==> src/rtl/ripple_count_capture_if.sv <==
// Bundle of the ripple-capture signals: the ripple counter and control inputs, and the
// filtered count, pulses and flags sent back to the synchronous logic.
interface ripple_count_capture_if #(
    parameter int EXT_WIDTH = 12
);
    logic [3:0]           ripple_q;
    logic                 enable;
    logic [EXT_WIDTH-1:0] threshold;
    logic                 ack;
    logic [3:0]           count_stable;
    logic [EXT_WIDTH-1:0] count_ext;
    logic                 change_pulse;
    logic                 wrap_pulse;
    logic                 thresh_hit;
    logic                 ext_overflow;

    modport master (
        output ripple_q, enable, threshold, ack,
        input  count_stable, count_ext, change_pulse, wrap_pulse, thresh_hit, ext_overflow
    );

    modport slave (
        input  ripple_q, enable, threshold, ack,
        output count_stable, count_ext, change_pulse, wrap_pulse, thresh_hit, ext_overflow
    );
endinterface

==> src/rtl/ripple_count_capture.sv <==
// Samples a 4-bit asynchronous ripple counter and accepts a value only after it has held
// steady. Accepted steps are accumulated into a wide count with wrap, overflow and threshold flags.
module ripple_count_capture #(
    parameter int EXT_WIDTH     = 12,
    parameter int STABLE_CYCLES = 2
) (
    input  logic                   clk,
    input  logic                   clear,
    ripple_count_capture_if.slave  bus
);
    typedef enum logic [1:0] {ACQUIRE, TRACK, HOLD} state_t;

    localparam logic [3:0] RUN_NEED = 4'(STABLE_CYCLES - 1);

    logic [3:0]           sync_1_reg;
    logic [3:0]           sync_2_reg;
    logic [3:0]           cand_reg;
    logic [3:0]           run_reg;
    logic [2:0]           fill_reg;
    state_t               state_reg;
    logic [3:0]           count_stable_reg;
    logic [EXT_WIDTH-1:0] count_ext_reg;
    logic                 change_pulse_reg;
    logic                 wrap_pulse_reg;
    logic                 thresh_hit_reg;
    logic                 ext_overflow_reg;

    logic                 stable;
    logic                 do_update;
    logic [3:0]           delta;
    logic [EXT_WIDTH:0]   sum;
    logic                 crossing;

    // The cleared contents of the chain are not real samples; fill_reg marks when
    // sync_1, sync_2 and cand each hold data taken from ripple_q.
    always_ff @(posedge clk or negedge clear) begin
        if (!clear) begin
            sync_1_reg <= 4'd0;
            sync_2_reg <= 4'd0;
            cand_reg   <= 4'd0;
            run_reg    <= 4'd0;
            fill_reg   <= 3'd0;
        end else begin
            sync_1_reg <= bus.ripple_q;
            sync_2_reg <= sync_1_reg;
            cand_reg   <= sync_2_reg;
            fill_reg   <= {fill_reg[1:0], 1'b1};
            if (fill_reg[2] && (sync_2_reg == cand_reg)) begin
                if (run_reg != 4'hF) begin
                    run_reg <= run_reg + 4'd1;
                end
            end else begin
                run_reg <= 4'd0;
            end
        end
    end

    assign stable    = fill_reg[2] && (sync_2_reg == cand_reg) && (run_reg >= RUN_NEED);
    assign do_update = bus.enable && (state_reg == TRACK) && stable
                       && (sync_2_reg != count_stable_reg);
    assign delta     = sync_2_reg - count_stable_reg;
    assign sum       = {1'b0, count_ext_reg} + {{(EXT_WIDTH-3){1'b0}}, delta};
    // A carry means the count passed through every value up to all-ones, so landing
    // at or above threshold after wrapping also counts as a crossing.
    assign crossing  = ((count_ext_reg < bus.threshold) || sum[EXT_WIDTH])
                       && (sum[EXT_WIDTH-1:0] >= bus.threshold);

    always_ff @(posedge clk or negedge clear) begin
        if (!clear) begin
            state_reg        <= ACQUIRE;
            count_stable_reg <= 4'd0;
            count_ext_reg    <= '0;
            change_pulse_reg <= 1'b0;
            wrap_pulse_reg   <= 1'b0;
            thresh_hit_reg   <= 1'b0;
            ext_overflow_reg <= 1'b0;
        end else begin
            change_pulse_reg <= 1'b0;
            wrap_pulse_reg   <= 1'b0;

            if (do_update && crossing) begin
                thresh_hit_reg <= 1'b1;
            end else if (bus.ack) begin
                thresh_hit_reg <= 1'b0;
            end

            if (do_update && sum[EXT_WIDTH]) begin
                ext_overflow_reg <= 1'b1;
            end else if (bus.ack) begin
                ext_overflow_reg <= 1'b0;
            end

            if (!bus.enable) begin
                state_reg <= HOLD;
            end else begin
                case (state_reg)
                    HOLD: state_reg <= ACQUIRE;
                    ACQUIRE: begin
                        if (stable) begin
                            count_stable_reg <= sync_2_reg;
                            state_reg        <= TRACK;
                        end
                    end
                    TRACK: begin
                        if (do_update) begin
                            count_ext_reg    <= sum[EXT_WIDTH-1:0];
                            count_stable_reg <= sync_2_reg;
                            change_pulse_reg <= 1'b1;
                            wrap_pulse_reg   <= (sync_2_reg < count_stable_reg);
                        end
                    end
                    default: state_reg <= ACQUIRE;
                endcase
            end
        end
    end

    assign bus.count_stable = count_stable_reg;
    assign bus.count_ext    = count_ext_reg;
    assign bus.change_pulse = change_pulse_reg;
    assign bus.wrap_pulse   = wrap_pulse_reg;
    assign bus.thresh_hit   = thresh_hit_reg;
    assign bus.ext_overflow = ext_overflow_reg;
endmodule

==> src/flat_wrapper.sv <==
// flat-port wrapper written by rule: the top's interface ports become plain ports
module ripple_count_capture_flat 
#(
    parameter int EXT_WIDTH     = 12,
    parameter int STABLE_CYCLES = 2
)
  (clk, clear, bus_ripple_q, bus_enable, bus_threshold, bus_ack, bus_count_stable, bus_count_ext, bus_change_pulse, bus_wrap_pulse, bus_thresh_hit, bus_ext_overflow);
  ripple_count_capture_if #(.EXT_WIDTH(EXT_WIDTH)) bus_i ();
  input  logic clk;
  input  logic clear;
  input wire logic [$bits(bus_i.ripple_q)-1:0] bus_ripple_q;
  input wire logic [$bits(bus_i.enable)-1:0] bus_enable;
  input wire logic [$bits(bus_i.threshold)-1:0] bus_threshold;
  input wire logic [$bits(bus_i.ack)-1:0] bus_ack;
  output wire logic [$bits(bus_i.count_stable)-1:0] bus_count_stable;
  output wire logic [$bits(bus_i.count_ext)-1:0] bus_count_ext;
  output wire logic [$bits(bus_i.change_pulse)-1:0] bus_change_pulse;
  output wire logic [$bits(bus_i.wrap_pulse)-1:0] bus_wrap_pulse;
  output wire logic [$bits(bus_i.thresh_hit)-1:0] bus_thresh_hit;
  output wire logic [$bits(bus_i.ext_overflow)-1:0] bus_ext_overflow;
  assign bus_i.ripple_q = bus_ripple_q;
  assign bus_i.enable = bus_enable;
  assign bus_i.threshold = bus_threshold;
  assign bus_i.ack = bus_ack;
  assign bus_count_stable = bus_i.count_stable;
  assign bus_count_ext = bus_i.count_ext;
  assign bus_change_pulse = bus_i.change_pulse;
  assign bus_wrap_pulse = bus_i.wrap_pulse;
  assign bus_thresh_hit = bus_i.thresh_hit;
  assign bus_ext_overflow = bus_i.ext_overflow;
  ripple_count_capture #(.EXT_WIDTH(EXT_WIDTH), .STABLE_CYCLES(STABLE_CYCLES)) u_core (.clk(clk), .clear(clear), .bus(bus_i));
endmodule
==> config.mk <==
export PLATFORM = sky130hd
export DESIGN_NAME = ripple_count_capture_flat
export DESIGN_NICKNAME = d
export VERILOG_FILES = /design/src/rtl/ripple_count_capture_if.sv /design/src/rtl/ripple_count_capture.sv /design/src/flat_wrapper.sv
export SDC_FILE = /design/constraint.sdc
export NUM_CORES = 1
export LEC_CHECK = 0
export BUFFER_PORTS_ARGS = -buffer_cell sky130_fd_sc_hd__buf_2
export CAP_MARGIN = 20
export CORE_MARGIN = 8
export CORE_UTILIZATION = 35
export CTS_CLUSTER_DIAMETER = 80
export CTS_CLUSTER_SIZE = 8
export DETAILED_ROUTE_END_ITERATION = 10
export PLACE_DENSITY = 0.61
export SYNTH_ARGS = -nofsm -noshare
export SYNTH_HDL_FRONTEND = slang
export SYNTH_SLANG_ARGS = --single-unit
==> constraint.sdc <==
create_clock -name clk -period 3.9 [get_ports clk]
set_input_delay 0.78 -clock clk [delete_from_list [all_inputs] [get_ports clk]]
set_output_delay 0.78 -clock clk [all_outputs]
set_load 0.02 [all_outputs]
==> impl_metrics.tcl, run 1 <==
set metrics [dict create \
    status "finished, final reports clean" \
    p_sw_share_pct 26.25 \
    cpLargestDelayFamily "compound AO/OA/AOI/OAI gates" \
    pin_count 40 \
    fmax_mhz 270.1 \
    cp.depth 16 \
    setup_violations 0 \
    worstSkewPairLatency_ns 0.30 \
    crit_top_cell "ha_1" \
    layout_commonest_cell "dfrtp_1" \
    cts.sinks 41 \
    synth-seq-cells 41 \
    vias 1733 \
    powerDensity_nw_per_um2 280.9 \
    cp-end-kind "flop" \
    largest_register_ffs 12 \
    synth_compound_area_share_pct 9.803 \
    ys_warn_count 0 \
    ys_types 47 \
    worstPathArrival_ns 3.88 \
    antenna_cells 0 \
    grt_start_max_net_pins 42 \
    io_buffer_count 39 \
    rr_endpoint "u_core.bus.thresh_hit$_DFFE_PN0P_" \
    synth_nets 283 \
    dr.pass1.iters 4 \
    wl_per_cell_um 12.70 \
    start_util_pct 36.25 \
    core_area_um2 6832 \
    ys_seq_area_share_pct 41.44 \
    period_needed_ns 3.703 \
    hold_class "flop to flop" \
    slew_headroom_pct 40.63 \
    slowest_delay_ns 0.40 \
    power_frac_comb_pct 9.4 \
    rows 30 \
    grt_pass1_vias 1711 \
    viasPerCell 4.671 \
    finalCritPeriodShare_pct 94.94 \
    worst_setup_path_start_kind "flop" \
    wirelength_mm 4.710 \
    tightest_slew_ns 0.8906 \
    cts_made_buffers 5 \
    report.final.slew_viol_count 0 \
    path_max_fanout 6 \
    path_class "flop to flop" \
    synth-edff-count 0 \
    synthAdderAreaFrac_pct 19.30 \
    post-place-cells 361 \
    synth_mux_area_share_pct 4.346 \
    avgSynthCellArea_um2 10.96 \
    cts-root-buf "clkbuf_8" \
    instances_no_fill 371 \
    drtIter0Drc 26 \
    area_growth_pct 17.69 \
    p_seq_share_pct 53.8 \
    slowest_stage "a221o_1" \
    r2r_setup_slack_ns 0.20 \
    htreeDepth 2 \
    min_from "u_core.fill_reg[0]$_DFF_PN0_" \
    clk_path_buf_depth 2 \
    ys.flop_type "dfrtp_1" \
    cp.buffers_inverters 1 \
    ff2ff_path_depth 16 \
    p_leak_uw 0.001511 \
    cts_tree "built" \
    hold_slack_ns 0.3550 \
    cts.clk_slew.worst_paths_ns 0.09 \
    final.setup.tns_ns 0 \
    route.detailed.drc 0 \
    fin_nets 331 \
    dieArea_um2 10020 \
    drv_cap 0 \
    rsz0062_at_grt "false" \
    synth-simple-area-share_pct 11.37 \
    drive_gt1_share_pct 24.36 \
    crit_chain "inv_1 > ha_1 > a21o_1 > a21oi_1 > xnor2_1 > ha_1 > and2_1 > a221o_1 > nand2_1 > xnor2_1 > ha_1 > a21o_1 > a221oi_1 > o21ai_1 > a221oi_2 > o32ai_1" \
    synth_top_family_by_area "adder cells" \
    grt_antenna_before_repair 0 \
    crit_required_ns 4.08 \
    r2r_start "u_core.bus.count_stable[1]$_DFFE_PN0P_" \
    clockPowerShare_pct 36.8 \
    synth_xor_area_share_pct 9.146 \
    ys_async_sr_fraction_pct 100.0 \
    dieWidth_um 100.1 \
    layout_common_cells "40 x dfrtp_1, 39 x buf_2, 35 x ha_1" \
    syn_inst 226 \
    syn_area_um2 2476 \
    hold_end "u_core.fill_reg[1]$_DFF_PN0_" \
    finalClockSkew_ns 0.006526 \
    ant_nets 0 \
    place_hpwl_mm 3.818 \
    cts-hold-fix-buffers 0 \
    peakVddDrop_v 0.0001498 \
    grt_usage_pct 9.880 \
    die_h_um 100.1 \
    p_int_uw 603.6 \
    globalRouteOverflowTotal 0 \
    min_delay_path_depth 0 \
    hold_violations 0 \
    grt_pass1_wl_mm 7.941 \
    gp_congestion 0.8395 \
    switchingPower_uw 214.9 \
]
[timing repair]
| action | 4_1_cts | 5_1_grt |
|---|---|---|
| setup endpoints to repair | 0 | 1 |
| setup buffers | 0 | 2 |
| gates resized for setup | 0 | 3 |
[cell families (layout without fill, tap and decap cells)]
logic type,count (synthesis),after routing
AO/OA/AOI/OAI,32,32
flip-flops,41,41
adder cells (fa/ha/maj),37,37
multiplexers,9,9
AND/OR/NAND/NOR,53,53
other,1,1
buffers and inverters,28,77
XOR/XNOR,25,25
[layer usage]
| metal | part of all wire [%] | up-vias | GRT usage [%] |
|---|---|---|---|
| li1 | - | 887 | - |
| met1 | 49 | 814 | 12.11 |
| met2 | 45 | 27 | 16.32 |
| met3 | 4.7 | 5 | 2.768 |
| met4 | 1.0 | 0 | 3.140 |
| met5 | 0 | - | 0 |
[worst max path at each step]
stage,start,end
after floorplan,u_core.bus.count_stable[1]$_DFFE_PN0P_,u_core.bus.thresh_hit$_DFFE_PN0P_
after global placement,u_core.sync_2_reg[1]$_DFF_PN0_,u_core.bus.thresh_hit$_DFFE_PN0P_
after detailed placement,u_core.sync_2_reg[1]$_DFF_PN0_,u_core.bus.thresh_hit$_DFFE_PN0P_
after CTS,u_core.sync_2_reg[1]$_DFF_PN0_,u_core.bus.thresh_hit$_DFFE_PN0P_
after global routing,u_core.bus.count_stable[1]$_DFFE_PN0P_,u_core.bus.thresh_hit$_DFFE_PN0P_
final,u_core.bus.count_stable[1]$_DFFE_PN0P_,u_core.bus.thresh_hit$_DFFE_PN0P_
[metrics by stage]
step | total power (uW) | setup WS, ns | instance area, um2 | utilization [%]
3_3_place_gp | 522.9 | 0.2330 | 2794 | 40.90
4_1_cts | 833.8 | 0.1011 | 2892 | 42.33
3_5_place_dp | 525.6 | 0.1350 | 2794 | 40.90
5_1_grt | 864.2 | 0.008390 | 2914 | 42.66
6_report | 818.4 | 0.1973 | 2914 | 42.66
2_1_floorplan | 493.7 | 0.1654 | 2476 | -
[final cells by class]
cell class	instances	area, um2
clock inverter	3	28.78
timing repair buffer	43	225.2
sequential	41	1027
clock buffer	5	68.82
fill	696	3918
inverter	26	97.59
multi-input combinational	157	1346
tap	96	120.1
[synthesized netlist by cell type (3+ instances only)]
cell type / instances / share of area [%]
nand2_1: 14 / 2.1
mux2_2: 6 / 2.7
nor2_1: 9 / 1.4
ha_1: 35 / 18
nand3_1: 7 / 1.4
and3_1: 3 / 0.76
xor2_1: 5 / 1.8
dfrtp_1: 41 / 41
xnor2_1: 19 / 6.7
nand4_1: 3 / 0.76
a211oi_1: 3 / 0.91
a21o_1: 6 / 1.8
nor2b_1: 3 / 0.76
inv_1: 25 / 3.8
a21oi_1: 5 / 1.0
nor3_1: 3 / 0.61
[power groups by stage]
| stage | registers, uW | clock network [uW] | logic (uW) |
|---|---|---|---|
| after floorplan | 449 | 0 | 44.8 |
| after global routing | 442 | 334 | 88.9 |
| after global placement | 448 | 0 | 74.4 |
| after CTS | 440 | 316 | 77.1 |
| after detailed placement | 449 | 0 | 76.6 |
| final | 440 | 301 | 76.9 |
[worst reg2reg max path, cell delays in order (launching register included)]
cell	delay (ns)
dfrtp_1	0.37
inv_1	0.08
ha_1	0.31
a21o_1	0.18
a21oi_1	0.16
xnor2_1	0.17
ha_1	0.31
and2_1	0.20
a221o_1	0.40
nand2_1	0.12
xnor2_1	0.12
ha_1	0.26
a21o_1	0.18
a221oi_1	0.23
o21ai_1	0.12
a221oi_2	0.24
o32ai_1	0.11
(Power assumes the default switching activity.)
==> run 2, diff against run 1 <==
Settings changed: CORE_ASPECT_RATIO from default to 0.75, RECOVER_POWER from default to 50.
==> impl_metrics.tcl, run 2 (synthesized netlist as in run 1, its figures left out) <==
set metrics [dict create \
    status "complete, but fails checks" \
    violations "capacitance limit, slew limit" \
    rsz0062_at_grt "false" \
    p_leak_uw 0.001527 \
    r2r_setup_slack_ns 0.25 \
    cts_tree "built" \
    dieArea_um2 10050 \
    path_max_fanout 5 \
    slowest_stage "a221o_2" \
    ant_nets 0 \
    hold_class "flop to flop" \
    largest_register_ffs 12 \
    viasPerCell 4.704 \
    gp_congestion 0.7333 \
    p_sw_share_pct 22.13 \
    setup_violations 0 \
    grt_usage_pct 10.45 \
    cts.sinks 41 \
    crit_top_cell "ha_1" \
    wl_met1_mm 2.625 \
    fmax_mhz 274.1 \
    hold_end "u_core.fill_reg[2]$_DFF_PN0_" \
    ff2ff_path_depth 16 \
    hold_slack_ns 0.3518 \
    drv_cap 1 \
    cp.buffers_inverters 1 \
    hold_violations 0 \
    core_area_um2 6832 \
    route.detailed.drc 0 \
    slew_headroom_pct -42.93 \
    grt_pass1_wl_mm 8.445 \
    dieWidth_um 113.1 \
    htreeDepth 2 \
    slowest_delay_ns 0.41 \
    wirelength_mm 4.942 \
    min_from "u_core.fill_reg[1]$_DFF_PN0_" \
    cts-hold-fix-buffers 0 \
    crit_chain "inv_1 > ha_1 > a21o_1 > a21oi_2 > xnor2_1 > ha_1 > and2_1 > a221o_2 > nand2_1 > xnor2_1 > ha_1 > and2_1 > a221oi_1 > o21ai_1 > a221oi_2 > o32ai_1" \
    crit_required_ns 4.06 \
    pin_count 40 \
    report.final.slew_viol_count 42 \
    clk_path_buf_depth 2 \
    dr_wl_met3_um 291 \
    worstPathArrival_ns 3.81 \
    vias 1703 \
    period_needed_ns 3.648 \
    p_int_uw 679.3 \
    rr_endpoint "u_core.bus.thresh_hit$_DFFE_PN0P_" \
    cts-root-buf "clkbuf_8" \
    cp-end-kind "flop" \
    io_buffer_count 39 \
    wl_per_cell_um 13.65 \
    grt_pass1_vias 1797 \
    place_hpwl_mm 3.991 \
    finalCritPeriodShare_pct 93.53 \
    cts.clk_slew.worst_paths_ns 0.08 \
    peakVddDrop_v 0.0002127 \
    power_frac_comb_pct 9.3 \
    layout_commonest_cell "dfrtp_1" \
    min_delay_path_depth 0 \
    powerDensity_nw_per_um2 296.2 \
    layout_common_cells "41 x dfrtp_1, 38 x buf_2, 35 x ha_1" \
    drive_gt1_share_pct 25.18 \
    worstSkewPairLatency_ns 0.28 \
    die_h_um 88.84 \
    final.setup.tns_ns 0 \
    dr.pass1.iters 4 \
    grt_antenna_before_repair 0 \
    cts_made_buffers 5 \
    clockPowerShare_pct 40.3 \
    tightest_slew_ns 2.144 \
    switchingPower_uw 193.1 \
    globalRouteOverflowTotal 0 \
    p_seq_share_pct 50.4 \
    r2r_start "u_core.bus.count_stable[1]$_DFFE_PN0P_" \
    fin_nets 334 \
    fill_cells 664 \
    area_growth_pct 18.95 \
    start_util_pct 36.25 \
    route.top_layer_used "met4" \
    path_class "flop to flop" \
    antenna_cells 0 \
    rows 26 \
    drtIter0Drc 48 \
    cpLargestDelayFamily "compound AO/OA/AOI/OAI gates" \
    grt_start_max_net_pins 42 \
    finalClockSkew_ns 0.003865 \
    route.met2.wl_mm 2.005 \
    worst_setup_path_start_kind "flop" \
]
==> run 2: power groups by stage <==
stage	Combinational (uW)	Clock, uW	Sequential (uW)
floorplan	44.8	0	449
global placement	75.8	0	448
detailed placement	77.5	0	448
CTS	77.8	362	440
global route	94.6	379	441
finish	81.1	351	440
==> run 2: area by class of cell <==
type	count	area [um2]	share of cell area [%]
clock buffer	6	82.58	2.804
clock inverter	2	37.54	1.274
inverter	26	97.59	3.314
multi-input combinational	157	1354	45.96
sequential	41	1026	34.83
tap	84	105.1	3.568
timing repair buffer	46	242.7	8.241
==> run 2: how the worst max path moves through the flow <==
| stage | start | end | slack [ns] | cells after the start |
|---|---|---|---|---|
| 2_1_floorplan | u_core.bus.count_stable[1]$_DFFE_PN0P_ | u_core.bus.thresh_hit$_DFFE_PN0P_ | 0.17 | 16 |
| 3_5_place_dp | u_core.bus.count_stable[1]$_DFFE_PN0P_ | u_core.bus.thresh_hit$_DFFE_PN0P_ | 0.11 | 16 |
| 3_3_place_gp | u_core.bus.count_stable[1]$_DFFE_PN0P_ | u_core.bus.thresh_hit$_DFFE_PN0P_ | 0.26 | 16 |
| 4_1_cts | u_core.bus.count_stable[1]$_DFFE_PN0P_ | u_core.bus.thresh_hit$_DFFE_PN0P_ | 0.08 | 16 |
| 5_1_grt | u_core.bus.count_stable[1]$_DFFE_PN0P_ | u_core.bus.thresh_hit$_DFFE_PN0P_ | 0.01 | 16 |
| 6_report | u_core.bus.count_stable[1]$_DFFE_PN0P_ | u_core.bus.thresh_hit$_DFFE_PN0P_ | 0.25 | 16 |
==> run 2: metrics by stage <==
step	setup slack, ns	instance area (um2)	util, %	total power, uW	instances
2_1_floorplan	0.1654	2476	-	493.7	226
3_3_place_gp	0.2561	2786	40.79	523.9	350
3_5_place_dp	0.1086	2786	40.79	525.9	350
4_1_cts	0.08344	2907	42.55	879.7	358
5_1_grt	0.01193	2945	43.11	914.4	362
6_report	0.2523	2945	43.11	872.3	362
==> run 2: per-layer routing <==
layer	vias up	GRT usage (%)
met5	-	0
met4	0	2.530
met3	2	3.340
met2	32	15.57
met1	781	14.31
li1	888	-
==> run 2: repair_timing <==
item                                   4_1_cts  5_1_grt
setup buffers                                0        4
endpoints found under the hold margin        0        0
setup endpoints to repair                    0        1
resized for setup                            0        5
